### src/rtl/regfile_pkg.sv
// rtl/regfile_pkg.sv - shared widths and requester IDs for the writeback arbiter
package regfile_pkg;

    localparam int DATA_W = 16;
    localparam int ADDR_W = 3;
    localparam int NREGS  = 8;

    typedef enum logic {
        REQ_A = 1'b0,
        REQ_B = 1'b1
    } req_id_e;

endpackage

### src/rtl/wb_scoreboard.sv
// rtl/wb_scoreboard.sv - pending-register scoreboard with RAW hazard lookup
module wb_scoreboard
    import regfile_pkg::*;
#(
    parameter int ADDR_W = regfile_pkg::ADDR_W,
    parameter int NREGS  = regfile_pkg::NREGS
) (
    input  logic              clk,
    input  logic              rst,
    input  logic              set_en_i,
    input  logic [ADDR_W-1:0] set_dest_i,
    input  logic              clr_en_i,
    input  logic [ADDR_W-1:0] clr_dest_i,
    input  logic [ADDR_W-1:0] chk_addr_1_i,
    input  logic [ADDR_W-1:0] chk_addr_2_i,
    output logic              hazard_o,
    output logic [NREGS-1:0]  pending_o
);

    logic [NREGS-1:0] pending_q;
    logic [NREGS-1:0] pending_d;

    // Set is applied after clear so a newly issued producer stays outstanding.
    always_comb begin
        pending_d = pending_q;
        if (clr_en_i) begin
            pending_d[clr_dest_i] = 1'b0;
        end
        if (set_en_i) begin
            pending_d[set_dest_i] = 1'b1;
        end
    end

    always_ff @(posedge clk) begin
        if (rst) begin
            pending_q <= '0;
        end else begin
            pending_q <= pending_d;
        end
    end

    assign hazard_o  = pending_q[chk_addr_1_i] | pending_q[chk_addr_2_i];
    assign pending_o = pending_q;

endmodule

### src/rtl/regfile_wb_arbiter.sv
// rtl/regfile_wb_arbiter.sv - round-robin share of the register file write port
module regfile_wb_arbiter
    import regfile_pkg::*;
#(
    parameter int DATA_W = regfile_pkg::DATA_W,
    parameter int ADDR_W = regfile_pkg::ADDR_W,
    parameter int NREGS  = regfile_pkg::NREGS
) (
    input  logic              clk,
    input  logic              rst,
    input  logic              a_valid,
    output logic              a_ready,
    input  logic [ADDR_W-1:0] a_dest,
    input  logic [DATA_W-1:0] a_data,
    input  logic              b_valid,
    output logic              b_ready,
    input  logic [ADDR_W-1:0] b_dest,
    input  logic [DATA_W-1:0] b_data,
    output logic              reg_write_en,
    output logic [ADDR_W-1:0] reg_write_dest,
    output logic [DATA_W-1:0] reg_write_data,
    input  logic              sb_set_en,
    input  logic [ADDR_W-1:0] sb_set_dest,
    input  logic [ADDR_W-1:0] chk_addr_1,
    input  logic [ADDR_W-1:0] chk_addr_2,
    output logic              hazard,
    output logic [NREGS-1:0]  pending
);

    req_id_e           last_grant_q;
    logic              wen_q;
    logic [ADDR_W-1:0] wdest_q;
    logic [DATA_W-1:0] wdata_q;
    logic              grant_a;
    logic              grant_b;

    // Under contention the port that did not win last time gets the grant.
    always_comb begin
        grant_a = a_valid & (~b_valid | (last_grant_q == REQ_B));
        grant_b = b_valid & (~a_valid | (last_grant_q == REQ_A));
    end

    assign a_ready = grant_a;
    assign b_ready = grant_b;

    always_ff @(posedge clk) begin
        if (rst) begin
            last_grant_q <= REQ_B;
            wen_q        <= 1'b0;
            wdest_q      <= '0;
            wdata_q      <= '0;
        end else begin
            wen_q <= grant_a | grant_b;
            if (grant_a) begin
                last_grant_q <= REQ_A;
                wdest_q      <= a_dest;
                wdata_q      <= a_data;
            end else if (grant_b) begin
                last_grant_q <= REQ_B;
                wdest_q      <= b_dest;
                wdata_q      <= b_data;
            end
        end
    end

    assign reg_write_en   = wen_q;
    assign reg_write_dest = wdest_q;
    assign reg_write_data = wdata_q;

    wb_scoreboard #(
        .ADDR_W(ADDR_W),
        .NREGS (NREGS)
    ) u_scoreboard (
        .clk         (clk),
        .rst         (rst),
        .set_en_i    (sb_set_en),
        .set_dest_i  (sb_set_dest),
        .clr_en_i    (wen_q),
        .clr_dest_i  (wdest_q),
        .chk_addr_1_i(chk_addr_1),
        .chk_addr_2_i(chk_addr_2),
        .hazard_o    (hazard),
        .pending_o   (pending)
    );

endmodule
### config.mk
export PLATFORM = sky130hd
export DESIGN_NAME = regfile_wb_arbiter
export DESIGN_NICKNAME = d
export VERILOG_FILES = /design/src/rtl/regfile_pkg.sv /design/src/rtl/wb_scoreboard.sv /design/src/rtl/regfile_wb_arbiter.sv
export SDC_FILE = /design/constraint.sdc
export NUM_CORES = 1
export LEC_CHECK = 0
export ABC_CLOCK_PERIOD_IN_PS = 1550
export BUFFER_PORTS_ARGS = -buffer_cell sky130_fd_sc_hd__buf_2
export CORE_ASPECT_RATIO = 0.8
export CORE_UTILIZATION = 45
export CTS_BUF_LIST = sky130_fd_sc_hd__clkbuf_4 sky130_fd_sc_hd__clkbuf_8
export DETAILED_ROUTE_END_ITERATION = 8
export PLACE_DENSITY = 0.8
export REMOVE_ABC_BUFFERS = 1
export SLEW_MARGIN = 5
export SYNTH_ARGS = -nofsm -noshare
export SYNTH_HDL_FRONTEND = slang
export SYNTH_SLANG_ARGS = --single-unit
### constraint.sdc
create_clock -name clk -period 1.55 [get_ports clk]
set_clock_uncertainty 0.2 [all_clocks]
set_input_delay 0.31 -clock clk [delete_from_list [all_inputs] [get_ports clk]]
set_output_delay 0.31 -clock clk [all_outputs]
set_load 0.02 [all_outputs]
; Word level (Yosys, flattened, before mapping)
; Cells that the tools add are included.
[word_totals]
register_bits = 29
output_inout_bits = 31
[op_classes]
mux = 16
n_lt_le_gt_ge = 6
bitwise = 12
reduce_logical = 3
[op_table]
columns = operator, count
row1 = $mux W16, 2
row2 = $lt A3 B4 Y1 const B, 4
row3 = $mux W8, 2
row4 = $and A8 B8 Y8, 1
row5 = $not A8 Y8, 1
row6 = $or A8 B8 Y8, 1
row7 = $bmux W1 S3, 2
row8 = $demux W1 S3, 2
row9 = $ge A3 B1 Y1 const B, 2
row10 = $mux W1, 6
row11 = $mux W3, 2
row12 = $or A1 B1 Y1, 4
row13 = $not A1 Y1, 3
row14 = $and A1 B1 Y1, 2
row15 = $logic_and A1 B1 Y1, 2
row16 = $reduce_bool A2 Y1, 1

; Longest topological paths before layout
; Gate-level depths: netlist (run 1).
[depth]
word_depth = 9
mapped_depth = 4

; Cells and area by module
; From an unflattened synthesis (run 1), not the netlist that was laid out.
[unflattened]
hier_cells = 187
area_unflattened_um2 = 1599.0
[by_module_without_submodules]
columns = module, seq_area_each_um2, cells_each, instances, area_per_inst_um2
row1 = regfile_wb_arbiter, 420.4, 138, 1, 1134.8
row2 = wb_scoreboard, 160.2, 49, 1, 464.2

; Worst setup path after synthesis (run 1)
; No wires, ideal clock.
[synth_path]
kind = reg2out
startpoint = register u_scoreboard.pending_q[5] (netlist: u_scoreboard.pending_o[5])
endpoint = output hazard
path_slack_ps = -114
stages_incl_launch_ff = 4
arrival_time_ps = 1154
path_cell_list = dfxtp_1 > mux4_1 > mux2i_1 > nand2_1
[synth_via]
elab_chain_len = 3
word_cells_on_any_way = 5
cone_classes = mux (4) / bitwise (1)
[synth_lines]
columns = element, line
row1 = start: declaration, wb_scoreboard.sv:20  ; logic [NREGS-1:0] pending_q;
row2 = start signal: assignment, wb_scoreboard.sv:38  ; pending_q <= pending_d;
row3 = $bmux W1 S3, wb_scoreboard.sv:42  ; assign hazard_o = pending_q[chk_addr_1_i] | pending_q[chk_addr_2_i];
row4 = $mux W1 (implied by the code), wb_scoreboard.sv:42
row5 = $or A1 B1 Y1 *, wb_scoreboard.sv:42
row6 = end: declaration, regfile_wb_arbiter.sv:26  ; output logic hazard,
; Every way passes the cells marked *; elsewhere a longest branch is shown, timed or not. The select of a mux whose other input is x is not followed.

; Final worst setup path (run 1)
[layout_path]
startpoint = register u_scoreboard.pending_q[2] (netlist: u_scoreboard.pending_o[2])
endpoint = output hazard
; Same word-level chain as after synthesis.

==> run_results.csv, run 1 <==
group,metric,value,unit
critical_path,critical_path.startpoint_type,"register",
timing,final_max_slew_viol_count,0,
global_route,grt_first_pass_wirelength,6270,um
global_route,grt_start_max_net_pins,48,
timing,timing_worst_slew_pin_value,0.484,ns
drt,via_per_inst,5.42,
cts,cts_tree,"built",
timing,final.hold.worst_slack,0.107,ns
drt,routed_wire_length_per_instance,13.4,um
logic_synthesis,xor_xnor_share_of_the_synthesized_area,0,%
cts,clock_transition_at_the_registers_of_the_reported_paths,0.06,ns
logic_synthesis,postSynthRegisterBits,29,
logic_synthesis,synth.yosys.seq_area_share,36.7,%
logic_synthesis,synth.most_common_cell,"sky130_fd_sc_hd__dfxtp_1",
drt,num_vias,1762,
finish,area_used_by_multi_input_combinational_logic,840,sq um
outcome,status,"complete, but fails checks",
logic_synthesis,synth_top_area_share,36.7,%
critical_path,timing.setup.critical_path_class,"register to output pin",
finish,areaGrowthSynthToFinish,43.9,%
logic_synthesis,ys_types,22,
logic_synthesis,post_synth_inst_count,189,
flow_run,maxCapViolations,0,
power,ir_worst_vdd,0.482,mV
finish,antenna_cell_count,0,
timing,final.min_clock_period,1.96,ns
cts,clock_insertion_delay_worst_skew,0.27,ns
finish,regArea,592,sq um
timing,setup_repair_after_global_routing_missed_its_margin,"true",
power,internal-power,1.43,mW
logic_synthesis,post_synth_most_frequent_cells,"sky130_fd_sc_hd__dfxtp_1 (29), sky130_fd_sc_hd__a21oi_1 (26), sky130_fd_sc_hd__inv_1 (22), sky130_fd_sc_hd__nor2_1 (21)",
logic_synthesis,async_reset_ff_share,0,%
logic_synthesis,synthAdderAreaFrac,0,%
timing,final.setup.worst_slack,-0.415,ns
placed_design,io_buffers,82,
global_route,via_count_of_the_first_global_routing_pass,1398,
logic_synthesis,number_of_enable_flip_flop_cells_after_synthesis,0,
logic_synthesis,postSynthAreaPerCell,8.37,sq um
finish,finalNetCount,336,
power,power.static_leakage,1.14,nW
cts,hold_buffers,0,
timing,layout_worst_path_cycle_share,127,%
floorplanning,floorplan.initialDensity,49.1,%
timing,clock.fmax,509,MHz
drt,routed_wl,4340,um
logic_synthesis,synth_compound_area_share,33.8,%
power,share_seq_of_total_power,41.9,%
floorplanning,core,3220,sq um
cts,clock_tree.buffer_depth,2,
power,p_per_area,883,nW/um^2
logic_synthesis,synth_top_family_by_area,"compound AO/OA/AOI/OAI gates",
power,switching_share,28.7,%
cts,ctsHtreeMaxLevel,2,
placed_design,routabilityCongestion,0.826,
drt,route.detailed.drc,0,
drt,dr.pass1.iters,4,
critical_path,worst_ep_arrival_time,1.45,ns
finish,drive_above_1_share,44.2,%
global_route,grt_util_all_layers,23.1,%
logic_synthesis,synth_flop_cell,"sky130_fd_sc_hd__dfxtp_1",
power,power_frac_clock,33.2,%
timing,hold_viol_final,0,
cts,clock-sinks,29,
critical_path,cp_max_fo,3,
critical_path,crit_path_end_kind,"output pin",
placed_design,dp_hpwl,3040,um
finish,num-fill-cells,261,
floorplanning,die_x,68.3,um
logic_synthesis,most_area_hungry_cell_type_in_the_yosys_netlist,"sky130_fd_sc_hd__dfxtp_1",
placed_design,placement.setup.worst_slack,-0.295,ns
floorplanning,ios,83,
floorplanning,die_height,55.0,um
placed_design,placement.cell_area,2100,sq um
min_path,holdCritStartpoint,"b_data[8]",
logic_synthesis,mappedNetlistArea,1580,sq um
finish,finalCoreUtilization,70.7,%
floorplanning,placement_rows,18,
critical_path,timing.critical_path.from,"u_scoreboard.pending_o[2]",
finish,postLayoutCellArea,2280,sq um
drt,ant_nets,0,
timing,worst_slew_slack_as_a_fraction_of_its_limit,67.7,%
logic_synthesis,synthMuxAreaShare,7.91,%
global_route,antenna_found_initial,0,
logic_synthesis,post_synth_main_area_contributors,"sky130_fd_sc_hd__dfxtp_1 (37%), sky130_fd_sc_hd__o221a_1 (13%), sky130_fd_sc_hd__a21oi_1 (8.2%)",
power,net-switching-power,577,uW
global_route,overflow,0,
floorplanning,die-area,3760,sq um
critical_path,reg2reg_from,"last_grant_q",
critical_path,critical_path_required,1.04,ns
outcome,violated_checks,"negative setup slack",
timing,setup-violations-final,1,
drt,first_iter_violations,114,
cts,ctsRootBufferMaster,"sky130_fd_sc_hd__clkbuf_8",
timing,setup-tns-final,-0.415,ns
power,combPwrFrac,25.0,%
min_path,hold_path.class,"primary input to register",
cts,cts-buffers-inserted,5,
logic_synthesis,synth_simple_gate_area_share,11.6,%
logic_synthesis,yosysWarnings,0,
-- metal layers --
layer | part of all wire (%) | global-route usage [%] | vias to the layer above
li1 | - | - | 884
met1 | 46 | 31.4 | 779
met2 | 44 | 34.2 | 88
met3 | 8.5 | 6.97 | 11
met4 | 1.2 | 9.03 | 0
met5 | 0 | 0 | -
-- worst max-delay path: stages (launching register included) --
cell and delay (ns):
sky130_fd_sc_hd__dfxtp_1 0.32, sky130_fd_sc_hd__mux4_1 0.49, sky130_fd_sc_hd__mux2i_1 0.15, sky130_fd_sc_hd__nand2_1 0.09, sky130_fd_sc_hd__buf_6 0.13
-- cell families after synthesis --
group,after synthesis
and+or+nand+nor,42
muxes,6
buffers and inverters,37
AOI/OAI and AO/OA,75
DFF,29
-- registers in the layout, indices dropped and copies added, names as in the netlist --
register / cells
reg_write_en: 1
reg_write_data: 16
u_scoreboard.pending_o: 8
reg_write_dest: 3
last_grant_q: 1
-- stage by stage --
step	total power, mW	std cells
after floorplan	1.09	174
after CTS	2.01	322
after global routing	2.12	325
after global placement	1.31	310
after detailed placement	1.32	310
final	2.01	325
-- final timing paths --
path                                                   to  slack, ns  cells after the start
worst min register to register  u_scoreboard.pending_o[3]       0.30                      2
worst min-delay path                    reg_write_data[8]       0.11                      2
worst max-delay path                               hazard      -0.41                      4
worst max register to register          reg_write_dest[1]       0.11                      4
-- layout by cell type, fill, tap and decap left out --
cell type	n
sky130_fd_sc_hd__mux4_2	3
sky130_fd_sc_hd__a211oi_1	1
sky130_fd_sc_hd__a21o_1	1
sky130_fd_sc_hd__buf_6	3
sky130_fd_sc_hd__a21bo_4	1
sky130_fd_sc_hd__clkbuf_8	7
sky130_fd_sc_hd__nand4_1	1
sky130_fd_sc_hd__dfxtp_1	22
sky130_fd_sc_hd__mux2i_1	2
sky130_fd_sc_hd__inv_2	3
sky130_fd_sc_hd__o31ai_1	2
sky130_fd_sc_hd__nand3_1	5
sky130_fd_sc_hd__dfxtp_2	6
sky130_fd_sc_hd__a311oi_2	1
sky130_fd_sc_hd__nand2b_1	4
sky130_fd_sc_hd__nor2b_1	3
sky130_fd_sc_hd__o221a_1	18
sky130_fd_sc_hd__buf_12	2
sky130_fd_sc_hd__inv_1	19
sky130_fd_sc_hd__a21oi_1	26
sky130_fd_sc_hd__a31oi_1	18
sky130_fd_sc_hd__o21ai_0	7
sky130_fd_sc_hd__mux4_1	1
sky130_fd_sc_hd__buf_2	79
sky130_fd_sc_hd__nand2_1	8
sky130_fd_sc_hd__clkinv_2	1
sky130_fd_sc_hd__dfxtp_4	1
sky130_fd_sc_hd__nor2_1	21
sky130_fd_sc_hd__buf_4	19
-- power by group through the flow --
stage | sequential, mW | combinational (mW) | clock [mW]
floorplan | 0.918 | 0.170 | 0
global placement | 0.852 | 0.462 | 0
detailed placement | 0.854 | 0.469 | 0
CTS | 0.840 | 0.492 | 0.683
global route | 0.849 | 0.547 | 0.721
finish | 0.842 | 0.502 | 0.667
-- repair_timing --
action                                  4_1_cts  5_1_grt
pin swaps                                     2        3
setup buffers                                 4        3
resized for setup                            15        6
gates cloned                                  0        0
endpoints found under the setup margin        3        3
-- cell type report --
type	count	area share, %
Clock buffer	7	4.23
Clock inverter	1	0.220
Inverter	22	3.63
Multi-Input combinational cell	123	36.9
Sequential cell	29	26.0
Tap cell	40	2.20
Timing Repair Buffer	103	26.9
No activity file was read; power rests on OpenSTA's default activity.
==> run 2: changes to the inputs <==
--- a/config.mk
+++ b/config.mk
@@ -5,13 +5,14 @@
 export SDC_FILE = /design/constraint.sdc
 export NUM_CORES = 1
 export LEC_CHECK = 0
+export ABC_AREA = 1
 export ABC_CLOCK_PERIOD_IN_PS = 1550
 export BUFFER_PORTS_ARGS = -buffer_cell sky130_fd_sc_hd__buf_2
 export CORE_ASPECT_RATIO = 0.8
 export CORE_UTILIZATION = 45
 export CTS_BUF_LIST = sky130_fd_sc_hd__clkbuf_4 sky130_fd_sc_hd__clkbuf_8
 export DETAILED_ROUTE_END_ITERATION = 8
-export PLACE_DENSITY = 0.8
+export PLACE_DENSITY = 0.79
 export REMOVE_ABC_BUFFERS = 1
 export SLEW_MARGIN = 5
 export SYNTH_ARGS = -nofsm -noshare
==> run_results.csv, run 2 <==
group,metric,value,unit
outcome,status,"complete, but fails checks",
outcome,violated_checks,"negative setup slack",
logic_synthesis,postSynthAreaPerCell,6.33,sq um
cts,clock_tree.buffer_depth,2,
drt,via_per_inst,4.61,
timing,hold_viol_final,0,
floorplanning,floorplan.initialDensity,47.9,%
cts,clock_transition_at_the_registers_of_the_reported_paths,0.06,ns
logic_synthesis,synth.yosys.seq_area_share,34.9,%
finish,drive_above_1_share,36.5,%
global_route,grt_util_all_layers,22.3,%
timing,setup-violations-final,1,
cts,hold_buffers,0,
finish,largest_register_ffs,16,
critical_path,cp_max_fo,4,
critical_path,timing.setup.critical_path_class,"register to output pin",
logic_synthesis,yosysWarnings,0,
cts,clock-sinks,29,
drt,ant_nets,0,
cts,ctsRootBufferMaster,"sky130_fd_sc_hd__clkbuf_8",
finish,areaGrowthSynthToFinish,37.4,%
power,ir_worst_vdd,0.513,mV
timing,setup_repair_after_global_routing_missed_its_margin,"true",
drt,dr.pass1.iters,4,
logic_synthesis,number_of_enable_flip_flop_cells_after_synthesis,0,
logic_synthesis,most_area_hungry_cell_type_in_the_yosys_netlist,"sky130_fd_sc_hd__dfxtp_1",
critical_path,crit_path_end_kind,"output pin",
drt,route.detailed.drc,0,
floorplanning,ios,83,
logic_synthesis,synth.most_common_cell,"sky130_fd_sc_hd__inv_1",
placed_design,io_buffers,82,
logic_synthesis,post_synth_main_area_contributors,"sky130_fd_sc_hd__dfxtp_1 (35%), sky130_fd_sc_hd__inv_1 (13%), sky130_fd_sc_hd__nor2_1 (12%)",
timing,clock.fmax,614,MHz
floorplanning,die_height,56.4,um
logic_synthesis,ys_types,20,
floorplanning,placement_rows,19,
timing,final.setup.worst_slack,-0.0789,ns
finish,antenna_cell_count,0,
drt,first_iter_violations,122,
timing,timing_worst_slew_pin_value,0.236,ns
global_route,grt_first_pass_wirelength,7070,um
global_route,antenna_found_initial,0,
critical_path,worst_ep_arrival_time,1.12,ns
drt,routed_wl,4290,um
min_path,hold_path.class,"primary input to register",
timing,final.hold.worst_slack,0.131,ns
flow_run,maxCapViolations,0,
timing,final_max_slew_viol_count,0,
power,p_total,1.91,mW
floorplanning,core,3470,sq um
finish,finalNetCount,403,
finish,layout.cells.most_common,"sky130_fd_sc_hd__buf_2",
power,p_per_area,837,nW/um^2
cts,clock_insertion_delay_worst_skew,0.27,ns
drt,num_vias,1811,
cts,cts-buffers-inserted,5,
cts,ctsHtreeMaxLevel,2,
global_route,overflow,0,
logic_synthesis,post_synth_inst_count,263,
logic_synthesis,synth_flop_cell,"sky130_fd_sc_hd__dfxtp_1",
placed_design,routabilityCongestion,0.815,
logic_synthesis,async_reset_ff_share,0,%
floorplanning,die-area,3950,sq um
global_route,grt_start_max_net_pins,21,
floorplanning,die_x,70.0,um
global_route,via_count_of_the_first_global_routing_pass,1650,
logic_synthesis,post_synth_most_frequent_cells,"sky130_fd_sc_hd__inv_1 (58), sky130_fd_sc_hd__nor2_1 (54), sky130_fd_sc_hd__nand2_1 (33), sky130_fd_sc_hd__dfxtp_1 (29), sky130_fd_sc_hd__o21ai_1 (20)",
drt,routed_wire_length_per_instance,10.9,um
logic_synthesis,mappedNetlistArea,1660,sq um
logic_synthesis,postSynthRegisterBits,29,
timing,layout_worst_path_cycle_share,105,%
critical_path,critical_path_required,1.04,ns
placed_design,dp_hpwl,3310,um
logic_synthesis,synth_top_area_share,34.9,%
cts,cts_tree,"built",
power,power.static_leakage,1.23,nW
finish,layout_common_cells,"sky130_fd_sc_hd__buf_2 (80), sky130_fd_sc_hd__inv_1 (57), sky130_fd_sc_hd__nor2_1 (54), sky130_fd_sc_hd__nand2_1 (29)",
timing,final.min_clock_period,1.63,ns
timing,worst_slew_slack_as_a_fraction_of_its_limit,84.3,%
critical_path,critical_path.startpoint_type,"register",
run 2: changes by cell type after synthesis, moves of 13 or more:
cell,delta
sky130_fd_sc_hd__o221a_1,-18
sky130_fd_sc_hd__inv_1,+36
sky130_fd_sc_hd__nand3_1,+13
sky130_fd_sc_hd__o21ai_1,+20
sky130_fd_sc_hd__a21oi_1,-18
sky130_fd_sc_hd__nor2_1,+33
sky130_fd_sc_hd__a31oi_1,-18
sky130_fd_sc_hd__nand2_1,+25
run 2: cell families (layout without fill, tap and decap cells):
group	Yosys count	after routing	synth area share, %
buffers and inverters	70	158	17.6
AO/OA/AOI/OAI	37	37	11.3
AND/OR/NAND/NOR	127	127	36.2
flip-flops	29	29	34.9
run 2: final cells by class:
| class | instances | area, sq um |
|---|---|---|
| clock buffers | 7 | 90.1 |
| fillers | 328 | 1180 |
| inverters | 59 | 221 |
| multi-input cells | 164 | 816 |
| flip-flops and latches | 29 | 599 |
| well taps | 42 | 52.6 |
| repair buffers | 92 | 507 |
run 2: metrics by stage:
step	setup WS (ns)	std cells	utilization, %	area (sq um)	TNS [ns]
after floorplan	0.0314	252	-	1590	0
after global placement	0.0500	382	60.9	2110	0
after detailed placement	0.0145	382	60.9	2110	0
after CTS	-0.0823	390	64.5	2240	-0.0823
after global routing	-0.167	393	65.9	2290	-0.174
final	-0.0789	393	65.9	2290	-0.0789
run 2: worst paths after layout:
| path | start | end | slack, ns | depth (start not counted) |
|---|---|---|---|---|
| max | u_scoreboard.pending_o[7] | hazard | -0.08 | 7 |
| min | a_valid | last_grant_q | 0.13 | 2 |
| max reg2reg | last_grant_q | reg_write_data[6] | 0.18 | 6 |
| min reg2reg | u_scoreboard.pending_o[2] | u_scoreboard.pending_o[2] | 0.30 | 2 |
run 2: worst max-delay path: stages, from the launching register on:
cell	delay, ns
sky130_fd_sc_hd__dfxtp_2	0.36
sky130_fd_sc_hd__nand2_1	0.06
sky130_fd_sc_hd__nand3_1	0.08
sky130_fd_sc_hd__nand2_1	0.05
sky130_fd_sc_hd__nand2_1	0.06
sky130_fd_sc_hd__nand2_1	0.05
sky130_fd_sc_hd__nand2_1	0.07
sky130_fd_sc_hd__buf_6	0.11
run 2: timing repair:
action,CTS,global route
pin swaps,5,7
gates resized for setup,15,8
setup buffers,1,3
endpoints found under the setup margin,3,3
run 2: report_power, final:
group | switching, mW | internal, mW
combinational | 0.276 | 0.189
sequential | 0.0313 | 0.792
clock | 0.256 | 0.368
total | 0.564 | 1.35
run 2: per-layer routing:
layer / global-route usage [%] / vias up / wire length [um]
li1: - / 983 / -
met1: 27.6 / 779 / 1970
met2: 38.6 / 47 / 2130
met3: 5.21 / 2 / 173
met4: 6.86 / 0 / 18
met5: 0 / - / 0
